File: config.mk
export PLATFORM = sky130hd
export DESIGN_NAME = rgb_batch_packer
export DESIGN_NICKNAME = d
export VERILOG_FILES = /design/src/rtl/rgb_batch_packer.sv
export SDC_FILE = /design/constraint.sdc
export NUM_CORES = 1
export LEC_CHECK = 0
export BUFFER_PORTS_ARGS = -buffer_cell sky130_fd_sc_hd__buf_2
export CAP_MARGIN = 5
export CORE_ASPECT_RATIO = 0.7
export CORE_MARGIN = 2
export CORE_UTILIZATION = 53
export CTS_BUF_LIST = sky130_fd_sc_hd__clkbuf_16
export DETAILED_ROUTE_END_ITERATION = 7
export PLACE_DENSITY = 0.77
export SLEW_MARGIN = 10
export SYNTH_ARGS = -nofsm -noshare
export SYNTH_HDL_FRONTEND = slang
export SYNTH_SLANG_ARGS = --single-unit
File: constraint.sdc
create_clock -name I_rgb_clk -period 2.19 [get_ports I_rgb_clk]
set_input_delay 0.1095 -clock I_rgb_clk [delete_from_list [all_inputs] [get_ports I_rgb_clk]]
set_output_delay 0.1095 -clock I_rgb_clk [all_outputs]
set_load 0.01 [all_outputs]
File: src/rtl/rgb_batch_packer.sv
// rgb_batch_packer
//
// Packs a multi-channel pixel stream into fixed-size batches for the matrix
// output path. A batch closes when it is full or when a pixel marked as the
// end of its line arrives. A short batch has its unused slots padded.
// There are two storage stages:
//   - fill buffer: collects pixels. It also holds one closed batch while
//     the output register is still occupied.
//   - output register: presents a batch under a valid/ready handshake.
// A pixel that arrives while both stages are occupied, and no handshake
// frees the output register, is dropped. O_overflow then pulses for one cycle.
//
// Ports:
//   I_rgb_clk      clock, all logic on the rising edge
//   I_rst          synchronous active-high reset
//   I_color        pixel, channel 0 in the LSBs
//   I_color_valid  pixel present this cycle
//   I_line_end     pixel is the last of its line (qualified by I_color_valid)
//   O_batch_valid  output batch present
//   I_batch_ready  consumer accepts the batch while O_batch_valid is high
//   O_batch_color  batch pixels, pixel i in slot i
//   O_batch_count  number of real pixels in the batch
//   O_batch_last   batch was closed by a line end
//   O_overflow     one-cycle pulse per dropped pixel

module rgb_batch_packer #(
  parameter int                     COLOR_WIDTH = 8,
  parameter int                     CHANNELS    = 3,
  parameter int                     BATCH_SIZE  = 8,
  parameter logic [COLOR_WIDTH-1:0] PAD_VALUE   = '0
) (
  input  logic                                        I_rgb_clk,
  input  logic                                        I_rst,
  input  logic [CHANNELS*COLOR_WIDTH-1:0]             I_color,
  input  logic                                        I_color_valid,
  input  logic                                        I_line_end,
  output logic                                        O_batch_valid,
  input  logic                                        I_batch_ready,
  output logic [BATCH_SIZE*CHANNELS*COLOR_WIDTH-1:0]  O_batch_color,
  output logic [$clog2(BATCH_SIZE+1)-1:0]             O_batch_count,
  output logic                                        O_batch_last,
  output logic                                        O_overflow
);

  localparam int PIX_W   = CHANNELS * COLOR_WIDTH;
  localparam int BATCH_W = BATCH_SIZE * PIX_W;
  localparam int CNT_W   = $clog2(BATCH_SIZE + 1);
  localparam int IDX_W   = $clog2(BATCH_SIZE);

  localparam logic [PIX_W-1:0] PAD_PIXEL = {CHANNELS{PAD_VALUE}};

  typedef enum logic {
    ST_FILL,
    ST_HOLD
  } state_t;

  state_t              state_q, state_d;
  logic [IDX_W-1:0]    idx_q, idx_d;
  logic [BATCH_W-1:0]  fill_q, fill_d;
  logic [CNT_W-1:0]    hold_count_q, hold_count_d;
  logic                hold_last_q, hold_last_d;
  logic                out_valid_q, out_valid_d;
  logic [BATCH_W-1:0]  out_color_q, out_color_d;
  logic [CNT_W-1:0]    out_count_q, out_count_d;
  logic                out_last_q, out_last_d;
  logic                overflow_q, overflow_d;

  logic                handshake;
  logic [BATCH_W-1:0]  written;
  logic [BATCH_W-1:0]  closed;

  // Write one pixel into the slot selected by idx.
  function automatic logic [BATCH_W-1:0] write_slot(
    input logic [BATCH_W-1:0] batch_in,
    input logic [IDX_W-1:0]   idx,
    input logic [PIX_W-1:0]   pix
  );
    logic [BATCH_W-1:0] r;
    r = batch_in;
    for (int i = 0; i < BATCH_SIZE; i++) begin
      if (IDX_W'(i) == idx) begin
        r[i*PIX_W +: PIX_W] = pix;
      end
    end
    return r;
  endfunction

  // Replace every slot after the last real pixel with the pad pixel. This
  // clears any stale pixels left over from an earlier batch.
  function automatic logic [BATCH_W-1:0] pad_after(
    input logic [BATCH_W-1:0] batch_in,
    input logic [IDX_W-1:0]   idx
  );
    logic [BATCH_W-1:0] r;
    r = batch_in;
    for (int i = 0; i < BATCH_SIZE; i++) begin
      if (i > int'(idx)) begin
        r[i*PIX_W +: PIX_W] = PAD_PIXEL;
      end
    end
    return r;
  endfunction

  assign handshake = out_valid_q && I_batch_ready;

  // Next-state logic for the fill buffer, the output register and the
  // overflow pulse. A handshake empties the output register unless a new
  // batch is loaded on the same edge, so there are no bubbles between batches.
  always_comb begin
    state_d      = state_q;
    idx_d        = idx_q;
    fill_d       = fill_q;
    hold_count_d = hold_count_q;
    hold_last_d  = hold_last_q;
    out_valid_d  = out_valid_q;
    out_color_d  = out_color_q;
    out_count_d  = out_count_q;
    out_last_d   = out_last_q;
    overflow_d   = 1'b0;
    written      = '0;
    closed       = '0;

    if (handshake) begin
      out_valid_d = 1'b0;
    end

    case (state_q)
      ST_FILL: begin
        if (I_color_valid) begin
          written = write_slot(fill_q, idx_q, I_color);
          if ((idx_q == IDX_W'(BATCH_SIZE - 1)) || I_line_end) begin
            closed = pad_after(written, idx_q);
            idx_d  = '0;
            if (!out_valid_q || handshake) begin
              out_valid_d = 1'b1;
              out_color_d = closed;
              out_count_d = CNT_W'(idx_q) + CNT_W'(1);
              out_last_d  = I_line_end;
            end else begin
              // The output register is busy, so keep the batch in the fill buffer.
              fill_d       = closed;
              hold_count_d = CNT_W'(idx_q) + CNT_W'(1);
              hold_last_d  = I_line_end;
              state_d      = ST_HOLD;
            end
          end else begin
            fill_d = written;
            idx_d  = idx_q + IDX_W'(1);
          end
        end
      end

      ST_HOLD: begin
        if (handshake) begin
          out_valid_d = 1'b1;
          out_color_d = fill_q;
          out_count_d = hold_count_q;
          out_last_d  = hold_last_q;
          state_d     = ST_FILL;
          idx_d       = '0;
          // The fill buffer is free again, so a pixel arriving on this edge
          // starts the next batch in slot 0.
          if (I_color_valid) begin
            written = write_slot(fill_q, '0, I_color);
            if (I_line_end) begin
              fill_d       = pad_after(written, '0);
              hold_count_d = CNT_W'(1);
              hold_last_d  = 1'b1;
              state_d      = ST_HOLD;
            end else begin
              fill_d = written;
              idx_d  = IDX_W'(1);
            end
          end
        end else if (I_color_valid) begin
          overflow_d = 1'b1;
        end
      end

      default: begin
        state_d = ST_FILL;
      end
    endcase
  end

  // State registers. Reset discards the partial batch and the held batch,
  // and clears the output register.
  always_ff @(posedge I_rgb_clk) begin
    if (I_rst) begin
      state_q      <= ST_FILL;
      idx_q        <= '0;
      fill_q       <= '0;
      hold_count_q <= '0;
      hold_last_q  <= 1'b0;
      out_valid_q  <= 1'b0;
      out_color_q  <= '0;
      out_count_q  <= '0;
      out_last_q   <= 1'b0;
      overflow_q   <= 1'b0;
    end else begin
      state_q      <= state_d;
      idx_q        <= idx_d;
      fill_q       <= fill_d;
      hold_count_q <= hold_count_d;
      hold_last_q  <= hold_last_d;
      out_valid_q  <= out_valid_d;
      out_color_q  <= out_color_d;
      out_count_q  <= out_count_d;
      out_last_q   <= out_last_d;
      overflow_q   <= overflow_d;
    end
  end

  assign O_batch_valid = out_valid_q;
  assign O_batch_color = out_color_q;
  assign O_batch_count = out_count_q;
  assign O_batch_last  = out_last_q;
  assign O_overflow    = overflow_q;

endmodule

# Word level (Yosys, flattened, before mapping)
# Index checks and enable logic that the tools add are counted.
# W data, S select, Z words.
[op_classes] shifts=0 reduce_logical=11 mux=71 magnitude_cmp=7 n_mul=0 n_addsub=2 n_eq_ne=16 n_bitwise=1 div_mod_pow=0
[ops] operator="$mux W192" count=10
[ops] operator="$pmux W192 S2" count=2
[ops] operator="$mux W24" count=15
[ops] operator="$mux W4" count=10
[ops] operator="$mux W1" count=24
[ops] operator="$pmux W4 S2" count=2
[ops] operator="$eq A3 B3 Y1 const A" count=4
[ops] operator="$gt A3 B3 Y1 const A" count=4
[ops] operator="$ne A2 B2 Y1 const B" count=6
[ops] operator="$mux W3" count=3
[ops] operator="$pmux W1 S2" count=4
[ops] operator="$reduce_and A4 Y1" count=2
[ops] operator="$eq A2 B3 Y1 const A" count=2
[ops] operator="$gt A2 B3 Y1 const A" count=2
[ops] operator="$pmux W3 S2" count=1
[ops] operator="$reduce_and A6 Y1" count=1
[ops] operator="$reduce_and A5 Y1" count=1
[ops] operator="$add A3 B1 Y4 const B" count=1
[ops] operator="$add A3 B1 Y3 const B" count=1
[ops] operator="$eq A1 B3 Y1 const A" count=1
[ops] operator="$eq A3 B3 Y1 const B" count=1
[ops] operator="$gt A1 B3 Y1 const A" count=1
[ops] operator="$logic_not A3 Y1" count=1
[ops] operator="$ne A3 B3 Y1 const B" count=1
[ops] operator="7 further kinds" count=8
[word_totals] in_bits=29 mem_bits_ro=0 out_inout_bits=199 regBits=400 n_memories=0 ram_bits=0 latch_bits=0

# Depth between registers and ports, before layout
# Gate-level depths: netlist of the first run.
[depth] depth_word=7 depth_mapped=9

# Worst setup path after synthesis of the first run
# OpenSTA, ideal clock, no wires.
[synth_path] kind="register to register" start="reg idx_q[1]" end="reg fill_q[102]" stages_incl_launch_ff=9 path_slack_ns=-0.009 n_path_buf=2 setup_time_ns=0.070 t_arrival_ns=2.128 required_ns=2.120 cell_sequence="dfxtp_1 -> inv_2 -> clkbuf_1 -> ha_1 -> nand2_2 -> buf_4 -> mux2i_1 -> or4_1 -> a21oi_1"
[synth_via] elab_chain_len=7 elab_cells_between_ends=12
[synth_lines] item="start, declared" line_no="58" source="logic [IDX_W-1:0] idx_q, idx_d;"
[synth_lines] item="start signal, assigned" line_no="202" source="idx_q <= idx_d;"
[synth_lines] item="parallel branches: the longest is 7 deep, another holds $gt A3 B3 Y1"
[synth_lines] item="end signal, assigned" line_no="203" source="fill_q <= fill_d;"
[synth_lines] item="end, declared" line_no="59" source="logic [BATCH_W-1:0] fill_q, fill_d;"
# Several ways; the timed one is not identified. The select of a mux whose other input is x is not followed.
# A chain may end at the register's enable or synchronous reset.

# Worst setup path in the final report of the first run
[layout_path] start="reg idx_q[1]" end="reg fill_q[132]"
# Same word-level chain as after synthesis.

==> flow_summary.toml, run 1 <==
[logic_synthesis]
synthCells = 2029
ys.flop_type = "dfxtp_1"
syn_avg_cell_area_sq_um = 8.85
synth_area_sq_um = 18000
synth_seq_cells = 400
yosysSeqAreaShare_pct = 44.6
ys_types = 56
synth-edff-count = 0
synthArstFlopShare_pct = 0
yosys_warnings = 0
synthesis.nets = 2063

[grt]
grt_max_degree = 151
grt_usage_pct = 32.3
antenna_found_initial = 2
grt_remaining_overflow = 0
grt_pass1_wl_microns = 90400
grt_pass1_vias = 15600

[detailed_routing]
drc = 0
via_per_inst = 6.65
dr.pass1.iters = 6
vias = 17200
wl_microns = 60600
ant_nets = 0
detail_route.iter0.violations = 2415
wl_per_cell_microns = 23.4

[placed_design]
dpl_cell_area_sq_um = 19400
hpwl_microns = 35900
port_buffers = 227
place.gp.congestion = 0.925
dp_cells = 2510

[clock_network]
cts.sinks = 400
clk_latency_ns = 0.54
clockBufferDepth = 3
cts_made_buffers = 40
ctsHtreeMaxLevel = 2
clkTransAtPathRegs_ns = 0.06
clock_tree.root_cell = "clkbuf_16"
cts_tree = "yes"

[power]
leakagePower_nw = 7.62
total_power_mw = 16.2
power.density_nw_per_um2 = 772
ir_drop_mv = 0.475

[setup_path]
timing.rr.end = "fill_q[132]"
reg2reg_depth = 7
crit_fanout = 12
crit_path_start_kind = "flip-flop"
r2r_start = "idx_q[1]"
crit_end = "fill_q[132]"
arrival_ns = 2.55
cp.required_ns = 2.58
end_kind = "flip-flop"
path_class = "flip-flop to flip-flop"
ff2ff_setup_slack_ns = 0.03
cp-startpoint = "idx_q[1]"

[finish]
fin_util_pct = 62.6
fin_cells = 2590
multiInputGateArea_sq_um = 8780
regArea_sq_um = 8010
area_growth_pct = 16.5
stdcell_area_sq_um = 20900
drive_gt1_share_pct = 18.6
fin_nets = 2164
fillers = 2733

[sta]
finalMaxSlewViolations = 0
holdWs_ns = 0.0239
setup_viol = 0
clock-skew-final_ns = 0.0165
maxSlewHeadroom_pct = 47.7
worstMarginPinSlew_ns = 0.785
max_freq_mhz = 462
finalHoldViolCount = 0
period_minus_slack_ns = 2.16
min_period_over_period_pct = 98.8

[floorplan]
die_w_microns = 224
start_util_pct = 53.8
die_y_microns = 158
rows = 56
io_pins = 228
coreArea_sq_um = 33400
fp.dieArea_sq_um = 35400

[job]
drv_cap = 0

[worst_hold_path]
hold_path.class = "primary input to flip-flop"

[outcome]
status = "finished clean"
## Yosys cell counts, types with 2 or more instances
cell	number	share of area (%)
o21ai_0	18	0.50
a311oi_1	78	3.8
nand2b_1	26	0.91
mux2i_1	122	6.8
inv_1	40	0.84
a22o_1	3	0.15
nand3_1	52	1.4
buf_4	11	0.46
o211a_1	2	0.11
nand2_1	256	5.3
nor2b_1	2	0.070
a211oi_1	124	5.2
a22oi_2	2	0.14
clkbuf_1	159	3.3
nor2_1	9	0.19
a22oi_1	60	2.5
buf_2	72	2.0
nor3_2	2	0.11
a32oi_1	10	0.49
buf_6	7	0.44
ha_1	5	0.35
and2_1	2	0.070
nor3_1	3	0.084
nand4_1	2	0.070
or4_1	49	2.0
o32ai_1	105	5.1
o22ai_1	24	0.84
or2_2	4	0.14
a21oi_1	271	7.5
nor2b_4	2	0.15
buf_1	11	0.23
or3_1	50	1.7
a2bb2oi_1	24	1.2
dfxtp_1	400	45
## worst max-delay path, cell delays in order, from the launching register on
cell,delay [ns]
dfxtp_2,0.35
ha_2,0.19
ha_2,0.21
nor2_4,0.06
buf_4,0.14
a22o_1,0.25
a22oi_2,0.62
o32ai_1,0.17
## cells by family after synthesis
family	share of synthesized area [%]
simple gates	12.7
mux	6.86
compound gates	28.2
buf+inv	7.33
fa+ha+maj	0.348
flops	44.6
## cell usage in the layout, fill, tap and decap left out, types with 7 or more instances in the layout
cell / count
dfxtp_1: 398
a21oi_1: 266
nand2_1: 256
buf_2: 226
a211oi_1: 123
mux2i_1: 122
o32ai_1: 105
a311oi_1: 78
a22oi_1: 59
inv_1: 55
nand3_1: 51
buf_4: 51
or3_1: 50
or4_1: 48
clkbuf_16: 47
nand2b_1: 25
a2bb2oi_1: 24
o22ai_1: 24
buf_12: 24
o21ai_0: 17
a32oi_1: 10
nor2_1: 8
clkinv_1: 7
## what timing repair did
action,CTS,global route
pin swaps,0,7
setup endpoints to repair,79,232
hold buffers,5,0
buffers inserted,0,1
gates resized for setup,4,29
gates cloned,1,6
endpoints found under the hold margin,24,0
## how the worst min path moves through the flow
stage,startpoint,endpoint,cells past startpoint
floorplan,I_line_end,O_batch_valid,3
global route,I_color[22],fill_q[190],3
CTS,I_color[6],fill_q[174],3
finish,I_color[6],fill_q[174],3
detailed placement,fill_q[13],fill_q[13],2
global placement,fill_q[23],fill_q[23],2
## routing by layer
layer  GRT usage [%]  vias up  part of all wire [%]
li1                -     7842                     -
met3            6.85      125                    11
met5               0        -                     0
met1            45.9     8286                    42
met2            48.5      970                    44
met4            11.6        0                   3.2
## registers in the layout, indices dropped and copies added (netlist names)
signal         cells
fill_q           192
O_batch_valid      1
idx_q              3
O_batch_last       1
state_q            1
hold_last_q        1
O_batch_count      4
hold_count_q       4
O_overflow         1
O_batch_color    192
## per-stage QoR
| step | setup TNS, ns | worst slack, ns |
|---|---|---|
| after floorplan | 0 | 0.0706 |
| after global placement | -0.321 | -0.0175 |
| after detailed placement | -1.76 | -0.0931 |
| after CTS | 0 | 0.000281 |
| after global routing | -0.0215 | -0.0183 |
| final | 0 | 0.0273 |
## cell type report
cell class                 instances  share of cell area (%)
inverter                          42                   0.771
clock inverter                    24                   0.556
sequential                       400                    38.3
clock buffer                      42                    5.02
timing repair buffer             318                    10.8
tap                              435                    2.60
antenna                            1                  0.0120
multi-input combinational       1328                    41.9
## power breakdown
part           internal (mW)  switching, mW  leakage [nW]
registers               7.57          0.182          3.26
clock network           3.54           2.84         0.628
logic                  0.706           1.32          3.73
Note: power is estimated with default switching activity, not from simulation.
==> inputs of run 2 (changes only) <==
Settings changed: CORE_UTILIZATION 53 to 45, PLACE_DENSITY 0.77 to 0.67.
==> run 2 against run 1 <==
Design area is 0.66% higher. Via count fell by 0.91%. Final cell count increased by 3.6%. Wire length grew 2.5%. Register-to-register slack better by 0.03 ns.
==> flow_summary.toml, run 2 (synthesized netlist as in run 1, its figures left out) <==
[outcome]
status = "finished clean"

[power]
ir_drop_mv = 0.499
total_power_mw = 16.6
power.density_nw_per_um2 = 788
leakagePower_nw = 7.58

[detailed_routing]
ant_nets = 0
drc = 0
dr.pass1.iters = 5
detail_route.iter0.violations = 1862
wl_per_cell_microns = 23.2
vias = 17100
via_per_inst = 6.36
wl_microns = 62100

[sta]
clock-skew-final_ns = 0.0103
finalMaxSlewViolations = 0
min_period_over_period_pct = 97.5
period_minus_slack_ns = 2.13
setup_viol = 0
finalHoldViolCount = 0
finalSetupTns_ns = 0
maxSlewHeadroom_pct = 30.5
worstMarginPinSlew_ns = 1.04
max_freq_mhz = 468
rsz0062_at_grt = "yes"

[floorplan]
fp.dieArea_sq_um = 41600
die_w_microns = 243
start_util_pct = 45.4
die_y_microns = 171
coreArea_sq_um = 39500
io_pins = 228
rows = 61

[job]
drv_cap = 0

[clock_network]
clock_tree.root_cell = "clkbuf_16"
cts_made_buffers = 40
cts_tree = "yes"
cts.sinks = 400
clk_latency_ns = 0.54
clockBufferDepth = 3
ctsHtreeMaxLevel = 2
clkTransAtPathRegs_ns = 0.06

[grt]
grt_max_degree = 224
grt_remaining_overflow = 0
grt_pass1_wl_microns = 93100
grt_usage_pct = 28.1
grt_pass1_vias = 15500
antenna_found_initial = 2

[finish]
final_common_cell = "dfxtp_1"
stdcell_area_sq_um = 21100
fin_nets = 2151
area_growth_pct = 17.3
fin_cells = 2682
regArea_sq_um = 8010
multiInputGateArea_sq_um = 8780
drive_gt1_share_pct = 19.1
fin_util_pct = 53.3
diodes = 0
layout_common_cells = "dfxtp_1, a21oi_1, nand2_1"
fillers = 3639

[setup_path]
end_kind = "flip-flop"
crit_fanout = 12
crit_path_start_kind = "flip-flop"
path_class = "flip-flop to flip-flop"
arrival_ns = 2.57
cp.required_ns = 2.63

[placed_design]
port_buffers = 227
dpl_cell_area_sq_um = 19500
hpwl_microns = 37000
place.gp.congestion = 0.901
dp_cells = 2600

[worst_hold_path]
hold_path.class = "primary input to flip-flop"
[run 2: cell types whose count changed in the layout (fill, tap and decap cells not counted), sizes merged, moves of 3 or more]
| cell | delta |
|---|---|
| clkbuf | -3 |
| dlygate4sd3 | -4 |
| buf | -6 |
| inv | -10 |
| clkinv | +13 |
| bufinv | +3 |
[run 2: worst paths after layout]
path         startpoint           endpoint  slack (ns)  cells after the start
min          I_color[7]        fill_q[175]        0.03                      3
max reg2reg    idx_q[1]  O_batch_color[56]        0.06                     10
max            idx_q[1]  O_batch_color[56]        0.06                     10
min reg2reg  fill_q[20]         fill_q[20]        0.46                      2
[run 2: cell type report]
class	count	share of cell area, %
well taps	535	3.18
repair buffers	306	10.4
clock inverters	31	1.16
inverters	42	0.754
clock buffers	41	4.87
flip-flops and latches	400	38.0
multi-input cells	1327	41.6
[run 2: what timing repair did]
item	CTS	global route
endpoints found under the setup margin	0	71
resized for setup	0	24
endpoints found under the hold margin	4	0
hold buffers	1	0
setup buffers	0	4
[run 2: through the flow]
| step | setup slack, ns | hold WS, ns |
|---|---|---|
| after floorplan | 0.0706 | 0.387 |
| after global placement | 0.176 | 0.442 |
| after detailed placement | 0.0668 | 0.450 |
| after CTS | 0.0515 | 0.00483 |
| after global routing | -0.0180 | 0.0375 |
| final | 0.0554 | 0.0310 |
[run 2: where the power goes]
group,leakage [nW],switching (mW),internal [mW]
clock,0.654,2.96,3.87
sequential,3.26,0.190,7.57
combinational,3.67,1.32,0.705
[run 2: routing by layer]
layer	up-vias	GRT usage (%)	part of all wire, %
li1	7799	-	-
met1	8380	41.3	44
met2	785	42.6	44
met3	103	4.77	9.5
met4	0	7.50	2.5
met5	-	0	0
[run 2: worst max-delay path: stages (launching register included)]
cell       delay (ns)
dfxtp_2          0.35
ha_2             0.19
ha_1             0.19
or2_4            0.27
a22oi_1          0.16
buf_4            0.15
nor2_4           0.04
buf_12           0.15
buf_12           0.13
clkbuf_16        0.17
a311oi_1         0.23
